### src/rtl/uart_tx_arbiter_if.sv
// Handshake and status bundle between two byte requesters, the arbiter and one uart_tx.
// Member names follow the established port names of the arbiter.
interface uart_tx_arbiter_if;
  logic [7:0]  req0_data;
  logic        req0_valid;
  logic        req0_ready;
  logic [7:0]  req1_data;
  logic        req1_valid;
  logic        req1_ready;
  logic [7:0]  sdata;
  logic        tx_start;
  logic        tx_busy;
  logic        grant;
  logic        timeout_err;
  logic [15:0] sent0;
  logic [15:0] sent1;

  modport master (
    input  req0_data, req0_valid, req1_data, req1_valid, tx_busy,
    output req0_ready, req1_ready, sdata, tx_start, grant, timeout_err, sent0, sent1
  );

  modport slave (
    output req0_data, req0_valid, req1_data, req1_valid, tx_busy,
    input  req0_ready, req1_ready, sdata, tx_start, grant, timeout_err, sent0, sent1
  );
endinterface

### src/rtl/uart_tx_arbiter.sv
// Round-robin arbiter of two byte requesters onto one uart_tx; accepts only in IDLE (combinational ready),
// tx_start one cycle after accept, held until busy is seen or TIMEOUT cycles pass; requesters stall meanwhile.
module uart_tx_arbiter #(
  parameter int unsigned TIMEOUT = 16
) (
  input logic               clk,
  input logic               rst_uart,
  uart_tx_arbiter_if.master bus
);
  typedef enum logic [1:0] {IDLE, START, WAIT_BUSY, WAIT_DONE} state_t;

  localparam logic [15:0] TIMER_LAST = 16'(TIMEOUT - 1);

  state_t      state_q;
  logic [7:0]  sdata_q;
  logic        tx_start_q;
  logic        grant_q;
  logic        last_grant_q;
  logic        timeout_err_q;
  logic [15:0] timer_q;
  logic [15:0] sent0_q;
  logic [15:0] sent1_q;
  logic        sel;
  logic        accept;

  // On a tie the requester that did not finish the previous transfer wins.
  always_comb begin
    sel = 1'b0;
    if (bus.req0_valid && bus.req1_valid) begin
      sel = ~last_grant_q;
    end else if (bus.req1_valid) begin
      sel = 1'b1;
    end
    accept = (state_q == IDLE) && !rst_uart && (bus.req0_valid || bus.req1_valid);
  end

  assign bus.req0_ready  = accept && !sel;
  assign bus.req1_ready  = accept && sel;
  assign bus.sdata       = sdata_q;
  assign bus.tx_start    = tx_start_q;
  assign bus.grant       = grant_q;
  assign bus.timeout_err = timeout_err_q;
  assign bus.sent0       = sent0_q;
  assign bus.sent1       = sent1_q;

  always_ff @(posedge clk or posedge rst_uart) begin
    if (rst_uart) begin
      state_q       <= IDLE;
      sdata_q       <= 8'h00;
      tx_start_q    <= 1'b0;
      grant_q       <= 1'b0;
      last_grant_q  <= 1'b1;
      timer_q       <= 16'd0;
      timeout_err_q <= 1'b0;
      sent0_q       <= 16'd0;
      sent1_q       <= 16'd0;
    end else begin
      case (state_q)
        IDLE: begin
          if (accept) begin
            sdata_q <= sel ? bus.req1_data : bus.req0_data;
            grant_q <= sel;
            state_q <= START;
          end
        end
        START: begin
          tx_start_q <= 1'b1;
          timer_q    <= 16'd0;
          state_q    <= WAIT_BUSY;
        end
        WAIT_BUSY: begin
          if (bus.tx_busy) begin
            tx_start_q <= 1'b0;
            state_q    <= WAIT_DONE;
          end else if (timer_q == TIMER_LAST) begin
            // Abandoned byte: counters and round-robin history stay untouched.
            tx_start_q    <= 1'b0;
            timeout_err_q <= 1'b1;
            state_q       <= IDLE;
          end else begin
            timer_q <= timer_q + 16'd1;
          end
        end
        WAIT_DONE: begin
          if (!bus.tx_busy) begin
            if (grant_q) begin
              sent1_q <= sent1_q + 16'd1;
            end else begin
              sent0_q <= sent0_q + 16'd1;
            end
            last_grant_q <= grant_q;
            state_q      <= IDLE;
          end
        end
        default: state_q <= IDLE;
      endcase
    end
  end
endmodule

### src/flat_wrapper.sv
// flat-port wrapper written by rule: the top's interface ports become plain ports
module uart_tx_arbiter_flat 
#(
  parameter int unsigned TIMEOUT = 16
)
  (clk, rst_uart, bus_req0_data, bus_req0_valid, bus_req1_data, bus_req1_valid, bus_tx_busy, bus_req0_ready, bus_req1_ready, bus_sdata, bus_tx_start, bus_grant, bus_timeout_err, bus_sent0, bus_sent1);
  uart_tx_arbiter_if bus_i ();
  input logic clk;
  input logic rst_uart;
  input wire logic [$bits(bus_i.req0_data)-1:0] bus_req0_data;
  input wire logic [$bits(bus_i.req0_valid)-1:0] bus_req0_valid;
  input wire logic [$bits(bus_i.req1_data)-1:0] bus_req1_data;
  input wire logic [$bits(bus_i.req1_valid)-1:0] bus_req1_valid;
  input wire logic [$bits(bus_i.tx_busy)-1:0] bus_tx_busy;
  output wire logic [$bits(bus_i.req0_ready)-1:0] bus_req0_ready;
  output wire logic [$bits(bus_i.req1_ready)-1:0] bus_req1_ready;
  output wire logic [$bits(bus_i.sdata)-1:0] bus_sdata;
  output wire logic [$bits(bus_i.tx_start)-1:0] bus_tx_start;
  output wire logic [$bits(bus_i.grant)-1:0] bus_grant;
  output wire logic [$bits(bus_i.timeout_err)-1:0] bus_timeout_err;
  output wire logic [$bits(bus_i.sent0)-1:0] bus_sent0;
  output wire logic [$bits(bus_i.sent1)-1:0] bus_sent1;
  assign bus_i.req0_data = bus_req0_data;
  assign bus_i.req0_valid = bus_req0_valid;
  assign bus_i.req1_data = bus_req1_data;
  assign bus_i.req1_valid = bus_req1_valid;
  assign bus_i.tx_busy = bus_tx_busy;
  assign bus_req0_ready = bus_i.req0_ready;
  assign bus_req1_ready = bus_i.req1_ready;
  assign bus_sdata = bus_i.sdata;
  assign bus_tx_start = bus_i.tx_start;
  assign bus_grant = bus_i.grant;
  assign bus_timeout_err = bus_i.timeout_err;
  assign bus_sent0 = bus_i.sent0;
  assign bus_sent1 = bus_i.sent1;
  uart_tx_arbiter #(.TIMEOUT(TIMEOUT)) u_core (.clk(clk), .rst_uart(rst_uart), .bus(bus_i));
endmodule
### config.mk
export PLATFORM = sky130hd
export DESIGN_NAME = uart_tx_arbiter_flat
export DESIGN_NICKNAME = d
export VERILOG_FILES = /design/src/rtl/uart_tx_arbiter_if.sv /design/src/rtl/uart_tx_arbiter.sv /design/src/flat_wrapper.sv
export SDC_FILE = /design/constraint.sdc
export NUM_CORES = 1
export LEC_CHECK = 0
export CORE_AREA = 2 2 113 115
export DETAILED_ROUTE_END_ITERATION = 6
export DIE_AREA = 0 0 115 117
export DONT_BUFFER_PORTS = 1
export GPL_TIMING_DRIVEN = 1
export PLACE_DENSITY_LB_ADDON = 0.25
export SYNTH_ARGS = -nofsm -noshare
export SYNTH_HDL_FRONTEND = slang
export SYNTH_SLANG_ARGS = --single-unit
### constraint.sdc
create_clock -name clk -period 8.9 [get_ports clk]
set_input_delay 1.78 -clock clk [delete_from_list [all_inputs] [get_ports clk]]
set_output_delay 1.78 -clock clk [all_outputs]
set_load 0.01 [all_outputs]
* Yosys cells after proc, flatten, opt, wreduce, memory -nomap -nowiden
Index checks and enable logic that the tools add are counted.
** Storage, ports and cells
- Register bits after elaboration :: 62
- Latch bits :: 0
- RAM bits :: 0
- ROM bits :: 0
- Input bits :: 21
- Output and inout bits :: 45
- Logic and storage cells :: 56
- Memories :: 0
** Operators by class
- Add/subtract/negate cells :: 3
- $mul :: 0
- Div/mod/pow operators :: 0
- Order comparisons :: 0
- Equal/unequal tests :: 9
- Shift-type cells :: 0
- Muxes and demuxes :: 14
- Bitwise gates (word level) :: 3
- Reduce and logical (&&, ||, !) cells :: 18
** Operators by type and width (number)
- adder 16 x 1 -> 16 bit, second input constant :: 3
- two-way mux 16 bit :: 2
- one-hot mux 16 bit (2 select lines) :: 1
- equality test 16 x 4 -> 1 bit, second input constant :: 1
- AND reduction 3 bit :: 5
- two-way mux 2 bit :: 4
- two-way mux 8 bit :: 1
- one-hot mux 2 bit (4 select lines) :: 1
- != test 2 bit, second input constant :: 3
- AND reduction 2 bit :: 3
- logical AND 1 bit :: 5
- equality test 2 bit, second input constant :: 2
- two-way mux 1 bit :: 4
- != test 3 x 2 -> 1 bit, second input constant :: 1
- inverter 1 bit :: 3
- equality test 2 x 1 -> 1 bit, second input constant :: 1
- zero test 1 bit :: 2
- zero test 2 bit :: 1
- != test 2 x 1 -> 1 bit, second input constant :: 1
- one-hot mux 1 bit (2 select lines) :: 1
- nonzero test 2 bit :: 1
- logical OR 1 bit :: 1

* Logic depth before layout (Yosys ltp)
- Word-level depth :: 5
- Mapped depth :: 8
- Gate-level depth less buffers :: 6

* Worst setup path before layout
Ideal clock, no wire load.
- Path kind :: input to output
- From :: in rst_uart
- To :: out bus_req1_ready
- Arrival :: 3.734 ns
- Data required time :: 7.120 ns
- Path slack :: 3.386 ns
- Stages :: 3
- Buffers on the path :: 1
- Cells stage by stage :: inv_1 and4_1 clkbuf_1
** On the way
- Word-level cells in the longest chain between the ends :: 4
** RTL lines
- start: declaration :: RTL line flat_wrapper.sv:9 : input logic rst_uart;
- zero test 1 bit :: RTL line uart_tx_arbiter.sv:34 : accept = (state_q == IDLE) && !rst_uart && (bus.req0_valid || bus.req1_valid);
- logical AND 1 bit (2 in a row) :: RTL line uart_tx_arbiter.sv:34
- logical AND 1 bit :: RTL line uart_tx_arbiter.sv:38 : assign bus.req1_ready = accept && sel;
- end: declaration :: RTL line flat_wrapper.sv:16 : output wire logic [$bits(bus_i.req1_ready)-1:0] bus_req1_ready;
No other way between the ends.

* Worst setup path after layout
Same ends and word-level chain as after synthesis.

==> qor.txt <==
Max-slew violations - 0
Initial antenna violation count - 0
Yosys top cell area share - 50.5%
Most frequent cells in the layout - dfrtp_1, nand2_1, xnor2_1
Wire length per cell - 14.9 um
CTS tree - built
Post-DRT Antenna Nets - 0
Switch share - 31.8%
Avg Vias per Cell - 4.88
Worst Hold Path Cells - 2
CP required - 7120 ps
Worst VDD drop - 0.000142 V
Sw Pwr - 0.000295 W
Unique cell type count in the Yosys netlist - 42
Worst slew pin tran - 960 ps
Most used DFF post-synth - dfrtp_1
Ant diodes - 0
Die Y - 117 um
Worst reg-to-reg path cell count - 6
WP data arrival - 3000 ps
All-Layer GR Usage - 10.8%
Period utilisation layout - 53.8%
Number of global-route vias before repair - 2133
Post-CTS Hold Buffers - 0
Area grow syn2layout - 15.6%
Clock tree sinks - 62
Worst setup EP type - output port
Cell taking the most area after synthesis - dfrtp_1
Setup Buffers After CTS - 0
Clock share of power - 39.0%
Logic pwr share - 17.3%
DRT Wirelength - 6830 um
# rows - 41
PortBufs - 0
DRC viols - 0
Clock Path Buffers - 2
Vias - 2228
Seq/Total Area, Yosys - 51.4%
Drt pass-1 iters - 4
Share of cells above drive strength 1 - 7.82%
Ports - 66
Max transition margin - 35.1%
Syn Inst Count - 297
Final WS setup - 4120 ps
RSZ-0062 raised after global routing - no
Place WS - 4000 ps
Worst-path clk slew - 50 ps
GPL Wtd Cong - 0.761
Die area - 13500 um2
Asr flop ratio synth - 100%
#FFs+latches synth - 62
Syn Area/Cell - 10.2 um2
Final setup vio count - 0
Crit-path max FO - 63
Maximum clock frequency - 209 MHz
Initial core utilization - 24.5%
Worst skew pair latency - 330 ps
Nets - 331
CP Class - primary input to output port
Commonest non-fill, non-tap cell in the layout - dfrtp_1
Max-Cap Viols - 0
Final clock skew - 6.07 ps
Post-Syn Area - 3020 um2
Flop pwr share - 43.7%
Power Density - 265 nW/um2
Hold WC Path Type - register to register
Die width - 115 um
Largest net degree at the start of global routing - 64
DP Wirelength - 4700 um
Syn Nets - 325
Final hold vios - 0
CTS resizes - 0
Overflow after GRT - 0
EDFF count, synth - 0
Synth area leaders - dfrtp_1, xnor2_1, nand2_1
Worst Setup Start Kind - primary input
First-pass GRT wire length - 11100 um
Synth warn - 0
First-iteration detailed-routing DRC count - 191
Status - finished, final reports clean
Clk root buf - clkbuf_16
Htree depth - 3
Pint - 0.000631 W
Tmin final - 4780 ps
Core Footprint - 12300 um2
Final setup TNS - 0 ps
Total CTS buffers - 9
Cell leakage power - 1.50 nW
state kept, by name, indices dropped and copies added (netlist names):
signal	flops
u_core.state_q	2
u_core.timer_q	16
u_core.bus.sdata	8
u_core.bus.sent1	16
u_core.bus.tx_start	1
u_core.bus.grant	1
u_core.bus.sent0	16
u_core.last_grant_q	1
u_core.bus.timeout_err	1
cells by family after synthesis:
group                    Yosys count  synth area share [%]
AND/OR/NAND/NOR                  115                  20.3
buffers and inverters             27                  3.69
multiplexers                       6                  2.03
flip-flops                        62                  51.4
AO/OA/AOI/OAI                     50                  10.9
XOR/XNOR                          30                  8.70
adder cells (fa/ha/maj)            7                  2.90
worst paths after layout:
| kind | slack, ps | start | end |
|---|---|---|---|
| hold reg to reg | 510 | u_core.last_grant_q | u_core.last_grant_q |
| max in group asynchronous | 6790 | rst_uart | u_core.bus.sdata[6] |
| setup reg to reg | 5910 | u_core.state_q[0] | u_core.timer_q[14] |
| min in group asynchronous | 1550 | rst_uart | u_core.bus.sdata[4] |
| setup / recovery | 4120 | rst_uart | bus_req1_ready |
| hold / removal | 510 | u_core.last_grant_q | u_core.last_grant_q |
power by group through the flow:
stage / Clock, W / Combinational (W) / Sequential, W
after global placement: 0 / 0.000159 / 0.000411
after detailed placement: 0 / 0.000162 / 0.000411
final: 0.000361 / 0.000160 / 0.000405
after CTS: 0.000372 / 0.000163 / 0.000407
after floorplan: 0 / 0.000135 / 0.000392
after global routing: 0.000383 / 0.000188 / 0.000414
per-stage QoR:
step	std cells	hold slack (ps)	power [W]	cell area [um2]	util, %
2_1_floorplan	297	458	0.000527	3020	-
5_1_grt	457	531	0.000985	3490	28.4
3_5_place_dp	442	498	0.000573	3180	25.9
3_3_place_gp	442	496	0.000569	3180	25.9
4_1_cts	457	507	0.000943	3490	28.4
6_report	457	506	0.000926	3490	28.4
metal layers:
layer	up-vias	GRT usage (%)	wire length [um]
li1	1074	-	-
met1	1063	14.0	3180
met2	82	15.5	2980
met3	9	4.69	539
met4	0	4.98	123
met5	-	0	0
final cells by class:
type	instances	area, um2
Sequential cell	62	1550
Inverter	21	78.8
Fill cell	1304	8820
Timing Repair Buffer	1	7.51
Clock inverter	3	42.5
Multi-Input combinational cell	208	1360
Tap cell	150	188
Clock buffer	12	267
cell usage after synthesis (2+ instances only):
| master | number |
|---|---|
| xor2_1 | 7 |
| nor4_1 | 9 |
| nand4b_1 | 2 |
| nand2_1 | 31 |
| mux2i_1 | 5 |
| and2_1 | 4 |
| and3_1 | 4 |
| nand2b_1 | 7 |
| a31oi_1 | 11 |
| ha_1 | 7 |
| a22oi_1 | 8 |
| and4_1 | 3 |
| nor3_1 | 6 |
| clkbuf_1 | 3 |
| dfrtp_1 | 61 |
| o41ai_1 | 2 |
| a21oi_1 | 3 |
| nor2_1 | 14 |
| nand4_1 | 14 |
| o21bai_1 | 2 |
| or2_1 | 2 |
| nand3b_1 | 2 |
| xnor2_1 | 23 |
| nand3_1 | 12 |
| buf_2 | 2 |
| o21ai_0 | 17 |
| inv_1 | 21 |
critical path, stage by stage:
cell and delay [ps]:
inv_2 20, buf_4 600, and4_1 590
(Power assumes the default switching activity.)
